## src/rtl/ula_multiciclo_ctrl.sv

```systemverilog
// Multicycle control FSM for the 8-bit ULA datapath of the RISC-V subset core.
// Sources ULAControl, operand-select muxes and all write enables; resolves beq/bne from Z.
module ula_multiciclo_ctrl #(
  parameter int ST_W = 4
) (
  input  logic            clk,
  input  logic            rst_n,
  input  logic [6:0]      op,
  input  logic [2:0]      funct3,
  input  logic            funct7b5,
  input  logic            Z,
  output logic            PCWrite,
  output logic            AdrSrc,
  output logic            MemWrite,
  output logic            IRWrite,
  output logic            RegWrite,
  output logic [1:0]      ResultSrc,
  output logic [1:0]      ULASrcA,
  output logic [1:0]      ULASrcB,
  output logic [1:0]      ImmSrc,
  output logic [2:0]      ULAControl,
  output logic            Illegal,
  output logic [ST_W-1:0] StateOut
);

  typedef enum logic [ST_W-1:0] {
    FETCH    = ST_W'(0),
    DECODE   = ST_W'(1),
    MEMADR   = ST_W'(2),
    MEMREAD  = ST_W'(3),
    MEMWB    = ST_W'(4),
    MEMWRITE = ST_W'(5),
    EXECUTER = ST_W'(6),
    EXECUTEI = ST_W'(7),
    ALUWB    = ST_W'(8),
    BRANCH   = ST_W'(9),
    JAL      = ST_W'(10),
    ILLEGAL  = ST_W'(15)
  } state_t;

  typedef enum logic [1:0] {
    ALU_ADD,
    ALU_SUB,
    ALU_FUNCT
  } alu_op_t;

  state_t      state, next_state;
  alu_op_t     alu_op;
  logic [2:0]  funct_ctl;
  logic        funct_ok;

  always_ff @(posedge clk or negedge rst_n) begin
    if (!rst_n) state <= FETCH;
    else        state <= next_state;
  end

  // funct3 decode for R/I ALU ops; funct_ok also gates DECODE -> EXECUTE.
  always_comb begin
    funct_ctl = 3'b000;
    funct_ok  = 1'b1;
    case (funct3)
      3'b000:  funct_ctl = (op[5] && funct7b5) ? 3'b001 : 3'b000;
      3'b010:  funct_ctl = 3'b101;
      3'b100:  funct_ctl = 3'b100;
      3'b110:  funct_ctl = 3'b011;
      3'b111:  funct_ctl = 3'b010;
      default: funct_ok  = 1'b0;
    endcase
  end

  always_comb begin
    case (alu_op)
      ALU_SUB:   ULAControl = 3'b001;
      ALU_FUNCT: ULAControl = funct_ctl;
      default:   ULAControl = 3'b000;
    endcase
  end

  always_comb begin
    case (op)
      7'b0100011: ImmSrc = 2'b01;
      7'b1100011: ImmSrc = 2'b10;
      7'b1101111: ImmSrc = 2'b11;
      default:    ImmSrc = 2'b00;
    endcase
  end

  always_comb begin
    next_state = state;
    PCWrite    = 1'b0;
    AdrSrc     = 1'b0;
    MemWrite   = 1'b0;
    IRWrite    = 1'b0;
    RegWrite   = 1'b0;
    ResultSrc  = 2'b00;
    ULASrcA    = 2'b00;
    ULASrcB    = 2'b00;
    alu_op     = ALU_ADD;
    Illegal    = 1'b0;
    case (state)
      FETCH: begin
        IRWrite    = 1'b1;
        ULASrcB    = 2'b10;
        ResultSrc  = 2'b10;
        PCWrite    = 1'b1;
        next_state = DECODE;
      end
      DECODE: begin
        ULASrcA = 2'b01;
        ULASrcB = 2'b01;
        case (op)
          7'b0000011, 7'b0100011: next_state = MEMADR;
          7'b0110011:             next_state = funct_ok ? EXECUTER : ILLEGAL;
          7'b0010011:             next_state = funct_ok ? EXECUTEI : ILLEGAL;
          7'b1100011:             next_state = (funct3[2:1] == 2'b00) ? BRANCH : ILLEGAL;
          7'b1101111:             next_state = JAL;
          default:                next_state = ILLEGAL;
        endcase
      end
      MEMADR: begin
        ULASrcA    = 2'b10;
        ULASrcB    = 2'b01;
        next_state = op[5] ? MEMWRITE : MEMREAD;
      end
      MEMREAD: begin
        AdrSrc     = 1'b1;
        next_state = MEMWB;
      end
      MEMWB: begin
        ResultSrc  = 2'b01;
        RegWrite   = 1'b1;
        next_state = FETCH;
      end
      MEMWRITE: begin
        AdrSrc     = 1'b1;
        MemWrite   = 1'b1;
        next_state = FETCH;
      end
      EXECUTER: begin
        ULASrcA    = 2'b10;
        alu_op     = ALU_FUNCT;
        next_state = ALUWB;
      end
      EXECUTEI: begin
        ULASrcA    = 2'b10;
        ULASrcB    = 2'b01;
        alu_op     = ALU_FUNCT;
        next_state = ALUWB;
      end
      ALUWB: begin
        RegWrite   = 1'b1;
        next_state = FETCH;
      end
      BRANCH: begin
        ULASrcA    = 2'b10;
        alu_op     = ALU_SUB;
        PCWrite    = funct3[0] ? ~Z : Z;
        next_state = FETCH;
      end
      JAL: begin
        ULASrcA    = 2'b01;
        ULASrcB    = 2'b10;
        PCWrite    = 1'b1;
        next_state = ALUWB;
      end
      ILLEGAL: begin
        Illegal    = 1'b1;
        next_state = ILLEGAL;
      end
      default: next_state = ILLEGAL;
    endcase
  end

  assign StateOut = state;

endmodule

```

## config.mk

```make
export PLATFORM = sky130hd
export DESIGN_NAME = ula_multiciclo_ctrl
export DESIGN_NICKNAME = d
export VERILOG_FILES = /design/src/rtl/ula_multiciclo_ctrl.sv
export SDC_FILE = /design/constraint.sdc
export NUM_CORES = 1
export LEC_CHECK = 0
export ABC_AREA = 1
export BUFFER_PORTS_ARGS = -buffer_cell sky130_fd_sc_hd__buf_2
export CAP_MARGIN = 20
export CORE_MARGIN = 10
export CORE_UTILIZATION = 37
export DETAILED_ROUTE_END_ITERATION = 6
export PLACE_DENSITY_LB_ADDON = 0.3
export SKIP_LAST_GASP = 1
export SYNTH_ARGS = -nofsm -noshare
export SYNTH_HDL_FRONTEND = slang
export SYNTH_SLANG_ARGS = --single-unit
```

## constraint.sdc

```tcl
create_clock -name clk -period 1.59 [get_ports clk]
set_input_delay 0.0795 -clock clk [delete_from_list [all_inputs] [get_ports clk]]
set_output_delay 0.0795 -clock clk [all_outputs]
set_load 0.01 [all_outputs]
```

# --- Word-level counts from Yosys, hierarchy flattened ---
# Index checks and enable logic that the tools add are counted.
totals:
  regBits: 4
  input_bits: 14
  out_inout_bits: 21
  word_cells: 62
op_classes:
  n_eq_ne: 23
  mux: 22
  n_bitwise: 1
  reduce_logical: 15
op_table:
  columns: ["operator", "n"]
  rows:
  - ["$pmux W4 S6", 1]
  - ["$pmux W4 S5", 1]
  - ["$eq A4 B3 Y1 const B", 4]
  - ["$eq A4 B4 Y1 const B", 4]
  - ["$pmux W2 S2", 4]
  - ["$pmux W3 S5", 1]
  - ["$eq A7 B6 Y1 const B", 2]
  - ["$eq A7 B7 Y1 const B", 2]
  - ["$reduce_or A2 Y1", 6]
  - ["$eq A3 B3 Y1 const B", 3]
  - ["$eq A4 B2 Y1 const B", 2]
  - ["$mux W1", 8]
  - ["$mux W4", 2]
  - ["$reduce_or A4 Y1", 2]
  - ["$eq A7 B2 Y1 const B", 1]
  - ["$eq A7 B5 Y1 const B", 1]
  - ["$mux W3", 2]
  - ["$pmux W2 S3", 1]
  - ["$pmux W3 S2", 1]
  - ["$reduce_or A3 Y1", 2]
  - ["$reduce_or A5 Y1", 1]
  - ["$eq A4 B1 Y1 const B", 1]
  - ["$logic_not A4 Y1", 1]
  - ["$eq A3 B2 Y1 const B", 1]
  - ["other kinds (7)", 7]

# --- Logic depth before layout (Yosys ltp) ---
depth:
  depth_word: 6
  depth_mapped: 9
  ltp_nobuf: 9

# --- Worst setup path before layout ---
# Ideal clock, no wire load.
synth_path:
  kind: "reg2out"
  startpoint: "reg state[1] (netlist: StateOut[1])"
  endpoint: "out ULAControl[0]"
  arrival_time_ps: 1717
  required_time_ps: 1510
  path_slack_ps: -206
  stages_incl_launch_ff: 8
  path_buffers: 0
  cell_sequence: "dfrtp_1 inv_2 nand2_1 nor2_1 inv_1 ha_1 or3_1 o22ai_1"
synth_between:
  elab_chain_len: 5
  word_cells_on_any_way: 8
  cone_classes: "eq/ne (5); mux (2); reduce/logical (1)"
synth_rtl:
  columns: ["item", "line_no", "source"]
  rows:
  - ["start, declared", "47", "state_t state, next_state;"]
  - ["start signal, assigned", "54", "else state <= next_state;"]
  - ["$eq A4 B3 Y1", "100", "case (state)"]
  - ["$reduce_or A2 Y1 (no source line)", null, null]
  - ["$pmux W2 S2 *", "100", null]
  - ["$eq A2 B2 Y1 / $eq A2 B1 Y1 (equally long branches)", "72", "case (alu_op)"]
  - ["$pmux W3 S2 *", "72", null]
  - ["end, declared", "21", "output logic [2:0] ULAControl,"]
# Every way passes the cells marked *; elsewhere a longest branch is shown, timed or not.

# --- Worst setup path after layout ---
layout_path:
  startpoint: "reg state[3] (netlist: StateOut[3])"
  endpoint: "out ULAControl[0]"
# Same word-level chain as after synthesis.

==> summary.md <==
| Metric | Value |
|---|---|
| NumNets Final | 175 |
| Multi-input logic area | 445 um^2 |
| Slowest cell on the critical path | dfrtp_1 |
| Number of synthesized flops with an enable pin | 0 |
| Share of cells above drive strength 1 | 0.532 |
| Max-capacitance violation count | 0 |
| Int Pwr | 220 uW |
| Startpoint Class | flip-flop |
| Avg WL per Cell | 12.7 um |
| Chip Width | 58.8 um |
| Most Frequent Cell on Critical Path | inv_2 |
| Final ANT Viol Nets | 0 |
| Endpoints failing setup | 11 |
| CTS H-tree lvls | 1 |
| Die Footprint | 3460 um^2 |
| Status | finished, violations left |
| Min cycle time layout | 1940 ps |
| Primary FF master, synth | dfrtp_1 |
| Clock root buffer | clkbuf_4 |
| Syn-to-layout area delta | 80.5% |
| Gpl congestion | 0.803 |
| CP bufs+invs | 4 |
| R2R depth | 9 |
| DRC | 0 |
| Flop and latch count out of synthesis | 4 |
| FP Rows | 13 |
| CP arrival | 1860 ps |
| CP max stage delay | 430 ps |
| Slew Viols, Final | 0 |
| Storage element area | 101 um^2 |
| CP Max Fanout | 3 |
| Fin cells | 173 |
| Final instance area | 1010 um^2 |
| Hold Crit Depth | 2 |
| Reg2Reg Setup Slack | -10 ps |
| Placed Instances | 161 |
| DR vias/cell | 4.75 |
| Leak | 0.000555 uW |
| Post-synthesis cell count | 100 |
| Setup WS post-layout | -349 ps |
| Sequential power share | 0.345 |
| Delay-heaviest family, CP | simple AND/OR/NAND/NOR gates |
| Largest net degree at the start of global routing | 7 |
| Slew margin rel. | 0.832 |
| DRT iter0 DRCs | 7 |
| Pwr Density | 294 nW/um^2 |
| Critical path data required time | 1510 ps |
| Switching portion of total power | 0.259 |
| Yosys warns | 0 |
| Cell area after synthesis | 558 um^2 |
| Mean area per synthesized cell | 5.58 um^2 |
| Clock Sinks | 4 |
| Clock skew | 7.50 ps |
| Largest register FFs | 4 |
| Overall global routing resource usage | 0.117 |
| Fillers | 114 |
| Number of port buffers | 34 |
| Asr flop ratio synth | 1.00 |
| Switching power | 76.7 uW |
| Crit path cell chain | inv_2 -> nor2_2 -> inv_2 -> nor2_4 -> inv_2 -> ha_4 -> or3_4 -> o22ai_4 -> buf_6 |
| I/O Pins | 35 |
| Diode count | 0 |
| Core footprint | 1370 um^2 |
| Clock power share | 0.486 |
| Die H | 58.8 um |
| First-pass GRT wire length | 3280 um |
| Number of global-route vias before repair | 759 |
| VDD IR max | 0.221 mV |
| GRT overflow | 0 |
| DR vias | 821 |
| Initial core utilization | 0.408 |
| CP Capture Type | primary output |
| Worst-Skew Late Latency | 250 ps |
| Failing checks | negative setup slack |
| Final period util | 1.22 |
| Hold Fails Final Rpt | 0 |
| Post-Synthesis Net Count | 116 |
| Crit path kind | reg2out |
| Max frequency | 0.516 GHz |
| Hold Path Class | in2reg |
| DP Area | 885 um^2 |
| Synth cell types | 22 |
| Logic pwr share | 0.169 |
| Post-DP HPWL | 1710 um |
| CP Depth | 9 |
| Number of buffers created by CTS | 3 |
| RSZ-0062 raised after global routing | true |
| TritonRoute pass-1 iters | 4 |
| Final WL | 2200 um |
| Least-Margin Pin Slew | 252 ps |
| Initial antenna violation count | 0 |
| Reg clk slew, reported paths | 40 ps |
| CTS Buffer Depth | 2 |
| TritonCTS clock tree | yes |
| Seq/Total Area, Yosys | 0.179 |
| Setup TNS | -1550 ps |
==> path summary, 6_finish.rpt <==
kind / from / to
worst max-delay path: StateOut[3]$_DFF_PN0_ / ULAControl[0]
worst min-delay path: op[5] / StateOut[1]$_DFF_PN0_
worst max register to register: StateOut[3]$_DFF_PN0_ / StateOut[3]$_DFF_PN0_
worst min register to register: StateOut[1]$_DFF_PN0_ / StateOut[3]$_DFF_PN0_
max in group asynchronous: rst_n / StateOut[1]$_DFF_PN0_
min in group asynchronous: rst_n / StateOut[2]$_DFF_PN0_
==> synth_stat cells (3+ instances only) <==
cell / number / area share
a21oi_1: 3 / 0.027
inv_2: 4 / 0.027
nand2_1: 27 / 0.18
inv_1: 17 / 0.11
nand3_1: 5 / 0.045
nor2_1: 19 / 0.13
dfrtp_1: 4 / 0.18
==> final cells by class <==
| class | count | share of cell area |
|---|---|---|
| Sequential cell | 4 | 0.101 |
| Clock buffer | 4 | 0.0261 |
| Multi-Input combinational cell | 74 | 0.442 |
| Tap cell | 15 | 0.0186 |
| Inverter | 21 | 0.0783 |
| Timing Repair Buffer | 55 | 0.334 |
==> timing repair <==
action,in CTS,in global routing
setup endpoints to repair,4,10
buffers inserted,6,3
pin swaps,4,1
endpoints found under the hold margin,4,0
hold buffers,1,0
resized for setup,3,7
gates cloned,0,0
==> worst register-to-register path: stages (launching register included) <==
cell	delay [ps]
dfrtp_1	430
inv_2	70
buf_4	130
buf_4	120
buf_4	130
nand2_2	180
nor2_4	70
buf_4	150
o21ai_0	80
nand3_1	90
==> metal layers <==
metal,GRT usage,wire (um),share of wire
met2,0.200,1130,0.51
met1,0.124,858,0.39
met5,0,0,0
met3,0.0322,130,0.059
met4,0.0689,77,0.035
==> per-stage QoR <==
stage	util	hold slack [ps]	power (uW)	setup WS [ps]
2_1_floorplan	-	-216	126	-86.3
3_3_place_gp	0.647	-117	149	-102
3_5_place_dp	0.647	-110	152	-146
4_1_cts	0.706	94.0	298	-266
5_1_grt	0.737	104	320	-465
6_report	0.737	96.8	297	-349
==> power groups by stage <==
stage / logic, uW / registers [uW] / clock network, uW
after floorplan: 22.5 / 104 / 0
after global routing: 56.8 / 102 / 161
after CTS: 50.3 / 102 / 146
after global placement: 45.4 / 104 / 0
after detailed placement: 48.1 / 104 / 0
final: 50.1 / 102 / 144
==> kinds of logic after synthesis <==
kind of cell / Yosys count / share of synthesized area
DFF: 4 / 0.179
and+or+nand+nor: 58 / 0.451
adders and majority gates: 2 / 0.0448
buffers and inverters: 22 / 0.155
AOI/OAI and AO/OA: 13 / 0.155
xor gates and xnor gates: 1 / 0.0157
==> cells in the final DEF (no fill, tap or decap), drive strengths merged, types with 4 or more instances in the layout <==
| cell type | count |
|---|---|
| buf | 54 |
| nor2 | 22 |
| nand2 | 27 |
| dfrtp | 4 |
| inv | 21 |
| o21ai | 4 |
| clkbuf | 4 |
| nand3 | 5 |
(Power assumes the default switching activity.)
